**config.mk**
```make
export PLATFORM = sky130hd
export DESIGN_NAME = uart_tx
export DESIGN_NICKNAME = d
export VERILOG_FILES = /design/src/rtl/uart_pkg.sv /design/src/rtl/uart_baud_tick.sv /design/src/rtl/uart_tx.sv
export SDC_FILE = /design/constraint.sdc
export NUM_CORES = 1
export LEC_CHECK = 0
export ABC_AREA = 1
export ABC_CLOCK_PERIOD_IN_PS = 1900
export CORE_ASPECT_RATIO = 1.5
export CORE_MARGIN = 1.5
export CORE_UTILIZATION = 50
export CTS_CLUSTER_SIZE = 12
export DETAILED_ROUTE_END_ITERATION = 10
export HOLD_SLACK_MARGIN = 0.12
export PLACE_DENSITY = 0.77
export SYNTH_ARGS = -nofsm -noshare
export SYNTH_HDL_FRONTEND = slang
export SYNTH_SLANG_ARGS = --single-unit
```
**constraint.sdc**
```tcl
create_clock -name clk -period 1.9 [get_ports clk]
set_input_delay 0.19 -clock clk [delete_from_list [all_inputs] [get_ports clk]]
set_output_delay 0.19 -clock clk [all_outputs]
set_load 0.01 [all_outputs]
```
**src/rtl/uart_pkg.sv**
```systemverilog
// Shared UART definitions: FSM state encoding, 8N1 frame constants and the
// bit-period derivation. The receiver uses the same package.
package uart_pkg;

  typedef enum logic [1:0] {
    IDLE  = 2'd0,
    START = 2'd1,
    DATA  = 2'd2,
    STOP  = 2'd3
  } uart_state_t;

  localparam int DATA_BITS = 8;
  localparam int STOP_BITS = 1;

  // Bit counter covers whichever of the data or stop phase is longer.
  localparam int BIT_CNT_W = (DATA_BITS > STOP_BITS) ? $clog2(DATA_BITS) : $clog2(STOP_BITS + 1);

  function automatic int ticks_per_bit(input int clk_freq, input int baud_rate);
    return clk_freq / baud_rate;
  endfunction

endpackage

```
**src/rtl/uart_baud_tick.sv**
```systemverilog
// Bit-period counter: pulses bit_done for one cycle on the last clock of each
// bit period. clear holds it at zero so a new frame starts on a full period.
module uart_baud_tick #(
  parameter int TICKS_PER_BIT = 104
) (
  input  logic clk,
  input  logic reset,
  input  logic clear,
  output logic bit_done
);

  localparam int CNT_W = (TICKS_PER_BIT > 1) ? $clog2(TICKS_PER_BIT) : 1;
  localparam logic [CNT_W-1:0] LAST_TICK = CNT_W'(TICKS_PER_BIT - 1);

  logic [CNT_W-1:0] tick_cnt;

  assign bit_done = !clear && (tick_cnt == LAST_TICK);

  // Wraps to zero on bit_done, so it never passes LAST_TICK inside a bit.
  always_ff @(posedge clk) begin
    if (reset || clear || bit_done) begin
      tick_cnt <= '0;
    end else begin
      tick_cnt <= tick_cnt + CNT_W'(1);
    end
  end

endmodule

```
**src/rtl/uart_tx.sv**
```systemverilog
// 8N1 UART transmitter with a one-byte holding register ahead of the shift
// register, CTS flow control sampled only at frame start, registered tx/busy.
module uart_tx
  import uart_pkg::*;
#(
  parameter int BAUD_RATE = 115200,
  parameter int CLK_FREQ  = 12000000
) (
  input  logic                 clk,
  input  logic                 reset,
  input  logic [DATA_BITS-1:0] data_in,
  input  logic                 data_valid,
  output logic                 data_ready,
  input  logic                 cts,
  output logic                 tx,
  output logic                 busy
);

  localparam int TICKS_PER_BIT = ticks_per_bit(CLK_FREQ, BAUD_RATE);
  localparam logic [BIT_CNT_W-1:0] LAST_DATA_BIT = BIT_CNT_W'(DATA_BITS - 1);
  localparam logic [BIT_CNT_W-1:0] LAST_STOP_BIT = BIT_CNT_W'(STOP_BITS - 1);

  uart_state_t state_q;
  uart_state_t state_d;

  logic                 cts_meta;
  logic                 cts_s;
  logic                 hold_full;
  logic [DATA_BITS-1:0] hold_data;
  logic [DATA_BITS-1:0] shift_q;
  logic [BIT_CNT_W-1:0] bit_cnt;

  logic bit_done;
  logic tick_clear;
  logic accept;
  logic frame_ok;
  logic load_frame;
  logic shift_bit;
  logic bit_cnt_clear;
  logic bit_cnt_step;

  function automatic logic line_level(input uart_state_t st, input logic lsb);
    case (st)
      START:   line_level = 1'b0;
      DATA:    line_level = lsb;
      default: line_level = 1'b1;
    endcase
  endfunction

  assign data_ready = !hold_full;
  assign accept     = data_valid && data_ready;
  assign frame_ok   = hold_full && !cts_s;

  uart_baud_tick #(
    .TICKS_PER_BIT(TICKS_PER_BIT)
  ) u_baud_tick (
    .clk      (clk),
    .reset    (reset),
    .clear    (tick_clear),
    .bit_done (bit_done)
  );

  // cts is asynchronous to clk; resets to "not clear to send".
  always_ff @(posedge clk) begin
    if (reset) begin
      cts_meta <= 1'b1;
      cts_s    <= 1'b1;
    end else begin
      cts_meta <= cts;
      cts_s    <= cts_meta;
    end
  end

  always_ff @(posedge clk) begin
    if (reset) begin
      state_q <= IDLE;
    end else begin
      state_q <= state_d;
    end
  end

  always_comb begin
    state_d       = state_q;
    tick_clear    = 1'b0;
    load_frame    = 1'b0;
    shift_bit     = 1'b0;
    bit_cnt_clear = 1'b0;
    bit_cnt_step  = 1'b0;
    case (state_q)
      IDLE: begin
        tick_clear = 1'b1;
        if (frame_ok) begin
          state_d       = START;
          load_frame    = 1'b1;
          bit_cnt_clear = 1'b1;
        end
      end
      START: begin
        if (bit_done) begin
          state_d = DATA;
        end
      end
      DATA: begin
        if (bit_done) begin
          shift_bit = 1'b1;
          if (bit_cnt == LAST_DATA_BIT) begin
            state_d       = STOP;
            bit_cnt_clear = 1'b1;
          end else begin
            bit_cnt_step = 1'b1;
          end
        end
      end
      STOP: begin
        // Chain straight into the next frame when a byte is waiting.
        if (bit_done) begin
          if (bit_cnt != LAST_STOP_BIT) begin
            bit_cnt_step = 1'b1;
          end else if (frame_ok) begin
            state_d       = START;
            load_frame    = 1'b1;
            bit_cnt_clear = 1'b1;
          end else begin
            state_d       = IDLE;
            bit_cnt_clear = 1'b1;
          end
        end
      end
      default: begin
        state_d = IDLE;
      end
    endcase
  end

  always_ff @(posedge clk) begin
    if (reset) begin
      bit_cnt <= '0;
    end else if (bit_cnt_clear) begin
      bit_cnt <= '0;
    end else if (bit_cnt_step) begin
      bit_cnt <= bit_cnt + BIT_CNT_W'(1);
    end
  end

  // An accept and a transfer cannot coincide (ready means empty); accept wins regardless.
  always_ff @(posedge clk) begin
    if (reset) begin
      hold_full <= 1'b0;
    end else if (accept) begin
      hold_full <= 1'b1;
    end else if (load_frame) begin
      hold_full <= 1'b0;
    end
  end

  always_ff @(posedge clk) begin
    if (accept) begin
      hold_data <= data_in;
    end
    if (load_frame) begin
      shift_q <= hold_data;
    end else if (shift_bit) begin
      shift_q <= shift_q >> 1;
    end
  end

  // Line stage: tx and busy trail the FSM by one clock.
  always_ff @(posedge clk) begin
    if (reset) begin
      tx   <= 1'b1;
      busy <= 1'b0;
    end else begin
      tx   <= line_level(state_q, shift_q[0]);
      busy <= (state_q != IDLE);
    end
  end

endmodule

```
==> summary.txt, run 1 <==
Detailed routing
  • DRT iter0 DRCs: 27
  • Pre-Repair DR Iteration Count: 4
  • Wire per inst: 12.08 µm
  • Total Wirelength: 2.766 mm
  • DRC: 0
  • Via count: 1151
  • DR vias/cell: 5.026
  • Final ANT Viol Nets: 0

Logic synthesis
  • Mapped Nets: 186
  • Largest family of logic cells by synthesized area: simple AND/OR/NAND/NOR gates
  • Synthesized area: 0.001580 mm²
  • Synth area leaders: edfxtp_1 (30%), dfxtp_1 (22%), nand2_1 (9.0%)
  • Largest area contributor in the netlist: edfxtp_1
  • Seq/Total Area, Yosys: 51.94%
  • Top cell type's share of synthesized area: 30.40%
  • Yosys cell types: 31
  • Register bit total from synthesis: 33
  • Cells after synthesis: 166
  • Post-Synth Adder-Cell Area: 6.334%
  • Fraction of synthesized area in multiplexers: 0%
  • Warnings from Yosys: 0
  • Post-synthesis compound-gate area fraction: 4.355%
  • Synthesized area per cell: 9.520 µm²
  • Xor and xnor fraction of the mapped netlist area: 1.108%
  • Post-Synth Simple-Gate Area: 29.53%

STA
  • Final Hold Viols: 0
  • Worst clock skew: 0.005529 ns
  • TNS Setup: 0 ns
  • Fin crit period: 1.802 ns
  • Slew HR: 79.25%
  • FMAX: 0.5550 GHz
  • Tcrit/Tclk final: 94.83%
  • Final worst slack: 0.09828 ns
  • Unrepaired setup endpoints after global routing: false
  • Worst-Margin Slew: 0.3094 ns
  • Pins Over Slew Limit: 0
  • Setup Viol. Count Final: 0

Power and ir drop
  • Power, Total: 0.001844 W
  • Peak VDD IR: 0.8896 mV
  • Leak Pwr: 0.8618 nW
  • Power Dens Cells: 957.7 mW/mm²

Place
  • DPL Wire Length: 2.111 mm
  • Global placer's final weighted congestion: 0.8502
  • Dpl ws: 0.04598 ns
  • Port-buffer cells: 14
  • Placed cell count: 221

Critical path
  • CP Cell Sequence: inv_1, ha_1, inv_2, nand3_4, nor2_8, nand2_4, nand2_8, nand2_8, o21ai_4
  • Arr. time, crit path: 1.78 ns
  • Crit Path Max Fanout: 10
  • Critical path class: reg2reg
  • CP endpoint kind: register
  • Critical Path Slowest Stage Cell: dfxtp_1
  • Setup crit start kind: register
  • Req. time, crit path: 1.87 ns
  • Worst path max stage delay: 0.39 ns
  • CP dominant cell by count: nand2_8

Floorplan
  • Initial Util: 53.16%
  • Die area: 0.003514 mm²
  • Die H: 71.86 µm
  • # IOs: 15
  • CORE AREA: 0.002973 mm²
  • FP Rows: 24
  • Die Wd: 48.90 µm

Finish
  • Share of layout cells above drive strength 1: 17.89%
  • Non-filler cells, final: 229
  • N_diodes: 0
  • Leading cell type in the layout, fill and taps excluded: nand2_1
  • Post-Route Utilization: 64.77%
  • Most frequent cells in the layout: nand2_1 (38), inv_1 (20), dfxtp_1 (17)
  • Synthesis-to-layout area growth: 21.85%
  • Final nets: 209

Global route
  • Total gr overflow: 0
  • Number of global-route vias before repair: 1225
  • Busiest grt layer: met2
  • First-pass GRT wire length: 5.050 mm
  • Pin count of the biggest net entering global routing: 12
  • Initial antenna violation count: 0
  • Met1 Usage GRT: 18.73%
  • GRT Util Overall: 19.12%
  • Grt met3 use: 5.417%
  • Met2 GRT Util: 35.77%

Clock network
  • Worst-path clk slew: 0.07 ns
  • CTS Root Cell: clkbuf_8
  • Sink Count: 33
  • Clk_lat worst skew: 0.29 ns
  • CTS H-Tree Depth: 2
  • Clk buf depth: 2
  • TritonCTS clock tree: done
  • Hold_buf cts: 0
  • TritonCTS Buffers: 5

Hold path
  • Hold Path Class: reg2reg

Status
  • Status: finished clean

Job
  • Max cap viols: 0
## flip-flops by register name (all words and copies together), names as in the netlist
name	count
cts_s	1
u_baud_tick.tick_cnt	7
shift_q	8
hold_data	8
state_q	2
bit_cnt	3
busy	1
hold_full	1
tx	1
cts_meta	1
## synth_stat cells
cell type,n
o211ai_1,1
nor2_2,3
nand2_1,38
nor3_1,3
nand2_4,2
o21ai_2,2
inv_1,20
inv_4,1
clkinv_1,1
or2_2,2
nand3_1,14
nand2_8,2
xor2_1,2
dfxtp_1,17
clkinv_2,1
clkinv_4,1
nor2_8,1
nand3_4,1
nand4_1,4
a21oi_1,5
inv_2,2
a21oi_2,1
nand3_2,1
nand2_2,4
and3_1,1
edfxtp_1,16
o21ai_0,1
nor3b_1,1
ha_1,8
o21ai_1,1
nor2_1,9
## worst paths after layout
path	start	to	slack (ns)	depth (start not counted)
worst max-delay path	state_q[1]	shift_q[0]	0.1	9
worst min-delay path	cts_meta	cts_s	0.41	1
worst max register to register	state_q[1]	shift_q[0]	0.1	9
worst min register to register	cts_meta	cts_s	0.41	1
## worst max-delay path, delay by kind of cell, from the launching register on
kind	cells	cell delay [ns]
buffers and inverters	2	0.19
and+or+nand+nor	5	0.53
DFF	1	0.39
AOI/OAI and AO/OA	1	0.13
adders and majority gates	1	0.23
## power breakdown
part / internal, W / switching [W]
Combinational: 0.000105 / 0.000156
Sequential: 0.000784 / 0.0000189
Clock: 0.000521 / 0.000260
Total: 0.00141 / 0.000434
## timing repair
| action | in CTS | in global routing |
|---|---|---|
| buffers inserted | 0 | 0 |
| endpoints found under the setup margin | 0 | 8 |
| resized for setup | 0 | 1 |
## cell type report
| type | count | area [µm²] |
|---|---|---|
| fill | 231 | 1047 |
| sequential | 33 | 820.8 |
| multi-input combinational | 107 | 660.6 |
| timing repair buffer | 16 | 155.1 |
| inverter | 26 | 106.4 |
| clock buffer | 5 | 68.82 |
| clock inverter | 3 | 65.06 |
| tap | 39 | 48.80 |
## routing by layer
layer / part of all wire [%] / vias up
met2: 56 / 24
met1: 37 / 542
met4: 2.1 / 0
met5: 0 / -
li1: - / 580
met3: 4.4 / 5
## stage by stage
stage	instance area (µm²)	hold WS [ns]
floorplan	1580	0.2524
global placement	1784	0.3937
finish	1926	0.4138
global route	1926	0.4332
CTS	1918	0.4168
detailed placement	1784	0.3975
## cell families after synthesis
group,count (synthesis)
AO/OA/AOI/OAI,11
flip-flops,33
AND/OR/NAND/NOR,86
XOR/XNOR,2
buffers and inverters,26
adder cells (fa/ha/maj),8
Note: power is estimated with default switching activity, not from simulation.
==> run 2: changes to the inputs <==
--- a/config.mk
+++ b/config.mk
@@ -14,6 +14,7 @@
 export DETAILED_ROUTE_END_ITERATION = 10
 export HOLD_SLACK_MARGIN = 0.12
 export PLACE_DENSITY = 0.77
+export SETUP_SLACK_MARGIN = 0.3
 export SYNTH_ARGS = -nofsm -noshare
 export SYNTH_HDL_FRONTEND = slang
 export SYNTH_SLANG_ARGS = --single-unit
==> run 2 against run 1 <==
  * Register-to-register slack improved by 0.21 ns
  * Largest power group unchanged
  * Critical path type unchanged
  * Clock power down 20%
  * First-iteration DRC count shrank 48%
  * Sequential cell count unchanged
  * Final area is 4.0% higher
  * Global-route usage grew 0.54 points
==> summary.txt, run 2 (synthesized netlist as in run 1, its figures left out) <==
Clock network
  • CTS Root Cell: clkbuf_8
  • Sink Count: 33
  • Clk_lat worst skew: 0.28 ns
  • TritonCTS clock tree: done
  • Clk buf depth: 2
  • TritonCTS Buffers: 5
  • Worst-path clk slew: 0.07 ns
  • CTS H-Tree Depth: 2

Global route
  • Busiest grt layer: met2
  • Initial antenna violation count: 0
  • Met1 Usage GRT: 18.19%
  • First-pass GRT wire length: 5.106 mm
  • Total gr overflow: 0
  • Met2 GRT Util: 38.20%
  • Pin count of the biggest net entering global routing: 11
  • Number of global-route vias before repair: 1192
  • Grt met3 use: 4.583%
  • GRT Util Overall: 19.65%

Critical path
  • FF-to-FF path depth: 9
  • Worst Setup SP: state_q[0]
  • FF-to-FF setup slack: 0.31 ns
  • Crit Path Max Fanout: 8
  • Critical path class: reg2reg
  • CP endpoint kind: register
  • Req. time, crit path: 1.85 ns
  • RR Startpoint: state_q[0]
  • Setup crit start kind: register
  • Arr. time, crit path: 1.54 ns
  • Worst Setup EP: shift_q[3]
  • Reg2reg end: shift_q[3]

STA
  • Final Hold Viols: 0
  • FMAX: 0.6286 GHz
  • Setup Viol. Count Final: 0
  • TNS Setup: 0 ns
  • Final worst slack: 0.3091 ns
  • Worst clock skew: 0.007527 ns
  • Slew HR: 80.16%
  • Hold slack: 0.4170 ns
  • Pins Over Slew Limit: 0
  • Unrepaired setup endpoints after global routing: true
  • Worst-Margin Slew: 0.2965 ns
  • Fin crit period: 1.591 ns
  • Tcrit/Tclk final: 83.73%

Detailed routing
  • DRT iter0 DRCs: 14
  • DR vias/cell: 5.021
  • Final ANT Viol Nets: 0
  • Wire per inst: 12.89 µm
  • Pre-Repair DR Iteration Count: 4
  • DRC: 0
  • Via count: 1180
  • Total Wirelength: 3.029 mm

Place
  • Dpl ws: 0.1751 ns
  • DPL Wire Length: 2.168 mm
  • Global placer's final weighted congestion: 0.8484
  • Port-buffer cells: 14

Floorplan
  • Initial Util: 53.16%
  • Die area: 0.003514 mm²
  • Die H: 71.86 µm
  • Die Wd: 48.90 µm
  • # IOs: 15
  • CORE AREA: 0.002973 mm²
  • FP Rows: 24

Finish
  • Filler Cells Inserted: 239
  • N_diodes: 0
  • Register area: 834.6 µm²
  • Most frequent cells in the layout: nand2_1 (37), inv_1 (18), edfxtp_1 (16)
  • Leading cell type in the layout, fill and taps excluded: nand2_1
  • Area taken by multi-input logic gates: 701.9 µm²
  • Synthesis-to-layout area growth: 26.68%
  • Share of layout cells above drive strength 1: 25.51%
  • Final nets: 215
  • Biggest regs: hold_data x8, shift_q x8, u_baud_tick.tick_cnt x7

Job
  • Max cap viols: 0

Power and ir drop
  • Peak VDD IR: 0.6607 mV
  • Power Dens Cells: 879.3 mW/mm²
  • Leak Pwr: 0.8748 nW

Hold path
  • Hold Path Class: reg2reg

Status
  • Status: finished clean
[run 2: layer usage]
metal	vias up	part of all wire [%]	wire length (µm)
met1	538	36	1102
met2	31	56	1706
met5	-	0	0
met4	0	3.6	109
met3	12	3.7	111
li1	599	-	-
[run 2: metrics by stage]
step,instances,util (%),cell area [µm²],total power (W)
4_1_cts,233,65.74,1954,0.001735
6_report,235,67.34,2002,0.001760
3_3_place_gp,220,60.19,1789,0.001066
3_5_place_dp,220,60.19,1789,0.001075
2_1_floorplan,166,-,1593,0.0009941
5_1_grt,235,67.34,2002,0.001828
[run 2: cell type report]
cell class,instances,area share [%]
inverter,26,5.875
multi-input combinational,108,35.06
sequential,33,41.69
clock buffer,6,3.625
clock inverter,2,1.688
tap,39,2.437
timing repair buffer,21,9.625
[run 2: how the worst min path moves through the flow]
stage                        start         end  slack, ns  depth (start not counted)
after CTS                 cts_meta       cts_s       0.42                          1
after global placement    cts_meta       cts_s       0.39                          1
final                     cts_meta       cts_s       0.42                          1
after detailed placement  cts_meta       cts_s       0.41                          1
after floorplan              reset  state_q[0]       0.25                          1
after global routing      cts_meta       cts_s       0.43                          1
[run 2: where the power goes]
| group | total (W) | switching (W) | internal (W) | leakage, nW |
|---|---|---|---|---|
| clock network | 0.000627 | 0.000240 | 0.000387 | 0.0528 |
| registers | 0.000818 | 0.0000299 | 0.000788 | 0.290 |
| logic | 0.000315 | 0.000176 | 0.000140 | 0.532 |
| total | 0.00176 | 0.000446 | 0.00131 | 0.875 |
[run 2: worst max-delay path: stages (launching register included)]
cell and delay (ns):
dfxtp_4 0.39, inv_4 0.05, ha_4 0.17, inv_4 0.06, nand3_4 0.09, nor2_8 0.14, nand2_4 0.08, nand2_8 0.08
nand2_8 0.07, o21ai_4 0.13
[run 2: repair_timing]
| item | CTS | global route |
|---|---|---|
| gates resized for setup | 8 | 9 |
| hold buffers | 0 | 0 |
| cloned | 0 | 1 |
| pin swaps | 1 | 2 |
| setup buffers | 5 | 1 |
| setup endpoints to repair | 15 | 13 |
==> run 3: changes to the inputs <==
--- a/config.mk
+++ b/config.mk
@@ -6,14 +6,14 @@
 export NUM_CORES = 1
 export LEC_CHECK = 0
 export ABC_AREA = 1
-export ABC_CLOCK_PERIOD_IN_PS = 1900
+export ABC_CLOCK_PERIOD_IN_PS = 1600
 export CORE_ASPECT_RATIO = 1.5
 export CORE_MARGIN = 1.5
-export CORE_UTILIZATION = 50
+export CORE_UTILIZATION = 56
 export CTS_CLUSTER_SIZE = 12
 export DETAILED_ROUTE_END_ITERATION = 10
 export HOLD_SLACK_MARGIN = 0.12
-export PLACE_DENSITY = 0.77
+export PLACE_DENSITY = 0.81
 export SETUP_SLACK_MARGIN = 0.3
 export SYNTH_ARGS = -nofsm -noshare
 export SYNTH_HDL_FRONTEND = slang
==> constraint.sdc (replaced) <==
create_clock -name clk -period 1.6 [get_ports clk]
set_input_delay 0.16 -clock clk [delete_from_list [all_inputs] [get_ports clk]]
set_output_delay 0.16 -clock clk [all_outputs]
set_load 0.01 [all_outputs]
==> run 3 against run 2 <==
  * Largest power group unchanged
  * Fmax increased by 2.0%
  * Utilization grew 14 points
  * Wire length up 11%
  * Clock power is essentially flat
  * Critical path depth down 1
  * Combinational power grew 59%
  * Setup slack lost 0.27 ns
  * First-iteration DRC count is 14% higher
==> summary.txt, run 3 (synthesized netlist as in run 1, its figures left out) <==
Status
  • Status: finished clean

Critical path
  • Critical Path Slowest Stage Cell: dfxtp_4
  • CP endpoint kind: register
  • Worst path max stage delay: 0.37 ns
  • FF-to-FF path depth: 8
  • RR Startpoint: state_q[1]
  • Arr. time, crit path: 1.54 ns
  • Crit Path Max Fanout: 8
  • Critical path class: reg2reg
  • Reg2reg end: shift_q[2]
  • Setup crit start kind: register
  • CP Cell Sequence: buf_4, ha_4, nand3_1, nor2_2, nand2_4, nand2_8, nand2_8, o21ai_4
  • CP dominant cell by count: nand2_8
  • FF-to-FF setup slack: 0.04 ns
  • Req. time, crit path: 1.58 ns

Place
  • Placed cell count: 222
  • Global placer's final weighted congestion: 0.8321
  • Dpl ws: -0.01138 ns
  • DPL Wire Length: 2.195 mm
  • Port-buffer cells: 14

Clock network
  • TritonCTS Buffers: 5
  • CTS H-Tree Depth: 2
  • CTS Root Cell: clkbuf_8
  • Worst-path clk slew: 0.07 ns
  • Sink Count: 33
  • Clk_lat worst skew: 0.29 ns
  • Clk buf depth: 2
  • TritonCTS clock tree: done

Finish
  • Biggest regs: hold_data x8, shift_q x8, u_baud_tick.tick_cnt x7
  • N_diodes: 0
  • Leading cell type in the layout, fill and taps excluded: nand2_1
  • Final nets: 222
  • Area taken by multi-input logic gates: 819.5 µm²
  • Synthesis-to-layout area growth: 37.53%
  • Register area: 834.6 µm²
  • Most frequent cells in the layout: nand2_1 (30), inv_1 (16), edfxtp_1 (16)
  • Filler Cells Inserted: 138
  • Post-Route Utilization: 81.21%
  • Share of layout cells above drive strength 1: 41.87%
  • Non-filler cells, final: 240

Global route
  • GRT Util Overall: 25.61%
  • Initial antenna violation count: 0
  • Total gr overflow: 0
  • Pin count of the biggest net entering global routing: 13
  • Number of global-route vias before repair: 1334
  • First-pass GRT wire length: 5.506 mm

Detailed routing
  • Final ANT Viol Nets: 0
  • Pre-Repair DR Iteration Count: 4
  • Via count: 1270
  • DRT iter0 DRCs: 16
  • Wire per inst: 14.02 µm
  • DR vias/cell: 5.292
  • Total Wirelength: 3.364 mm
  • DRC: 0

Job
  • Max cap viols: 0

STA
  • Setup Viol. Count Final: 0
  • Hold slack: 0.4106 ns
  • Worst clock skew: 0.006913 ns
  • Final worst slack: 0.03995 ns
  • Worst-Margin Slew: 0.2816 ns
  • Tcrit/Tclk final: 97.50%
  • Slew HR: 81.21%
  • Fin crit period: 1.560 ns
  • Final Hold Viols: 0
  • Unrepaired setup endpoints after global routing: true
  • Pins Over Slew Limit: 0
  • FMAX: 0.6410 GHz

Hold path
  • Hold Path Class: reg2reg
  • Hold Path End: cts_s
  • Startpoint of the worst hold path: cts_meta
  • Cell count of the worst hold path: 1

Floorplan
  • FP Rows: 23
  • Initial Util: 59.05%
  • Die area: 0.003156 mm²
  • CORE AREA: 0.002676 mm²
  • Die Wd: 46.38 µm
  • # IOs: 15
  • Die H: 68.06 µm

Power and ir drop
  • Power Dens Cells: 965.7 mW/mm²
  • Peak VDD IR: 0.8620 mV
  • Leak Pwr: 0.9140 nW
[run 3: cell types whose count changed in the layout (fill, tap and decap cells not counted), sizes merged]
| cell | change |
|---|---|
| buf | +7 |
| bufinv | -1 |
| clkbuf | -1 |
| clkdlybuf4s50 | -3 |
| clkinvlp | +2 |
| dlygate4sd2 | +1 |
| dlymetal6s2s | +2 |
[run 3: where the power goes]
part	internal [W]	leakage [nW]	total (W)	switching [W]
Sequential	0.000935	0.291	0.000967	0.0000323
Clock	0.000305	0.0364	0.000630	0.000326
Combinational	0.000220	0.587	0.000501	0.000281
Total	0.00146	0.914	0.00210	0.000639
[run 3: timing repair]
| item | in CTS | in global routing |
|---|---|---|
| setup buffers | 9 | 0 |
| pin swaps | 12 | 6 |
| setup endpoints to repair | 29 | 32 |
| hold buffers | 0 | 0 |
| cloned | 1 | 0 |
| resized for setup | 34 | 18 |
[run 3: how the worst max path moves through the flow]
stage | from | endpoint | slack, ns | depth (start not counted)
after floorplan | state_q[0] | shift_q[0] | 0.05 | 9
after global placement | state_q[0] | shift_q[0] | 0.05 | 9
after detailed placement | state_q[0] | shift_q[1] | -0.01 | 9
after CTS | state_q[0] | shift_q[2] | 0.03 | 9
after global routing | state_q[1] | shift_q[2] | -0.03 | 8
final | state_q[1] | shift_q[2] | 0.04 | 8
[run 3: cell type report]
type / instances / share of cell area, %
flip-flops and latches: 33 / 38.40
multi-input cells: 108 / 37.71
repair buffers: 28 / 12.15
inverters: 26 / 5.412
clock buffers: 5 / 3.166
well taps: 37 / 2.130
clock inverters: 3 / 1.036
[run 3: through the flow]
stage	total power [W]	area [µm²]	TNS, ns
after floorplan	0.001198	1608	0
after global placement	0.001294	1832	0
after detailed placement	0.001311	1832	-0.08961
after CTS	0.002075	2100	0
after global routing	0.002191	2173	-0.2593
final	0.002099	2173	0
[run 3: layer usage]
metal / wire length [µm] / vias to the layer above / track usage [%] / part of all wire [%]
li1: - / 612 / - / -
met1: 1195 / 608 / 22.60 / 36
met2: 1875 / 34 / 47.05 / 56
met3: 118 / 16 / 6.332 / 3.5
met4: 174 / 0 / 18.57 / 5.2
met5: 0 / - / 0 / 0
[run 3: worst max-delay path: cells and delay by family, from the launching register on]
family | cells | cell delay (ns)
AO/OA/AOI/OAI | 1 | 0.12
adder cells (fa/ha/maj) | 1 | 0.12
buffers and inverters | 1 | 0.12
flip-flops | 1 | 0.37
AND/OR/NAND/NOR | 5 | 0.50
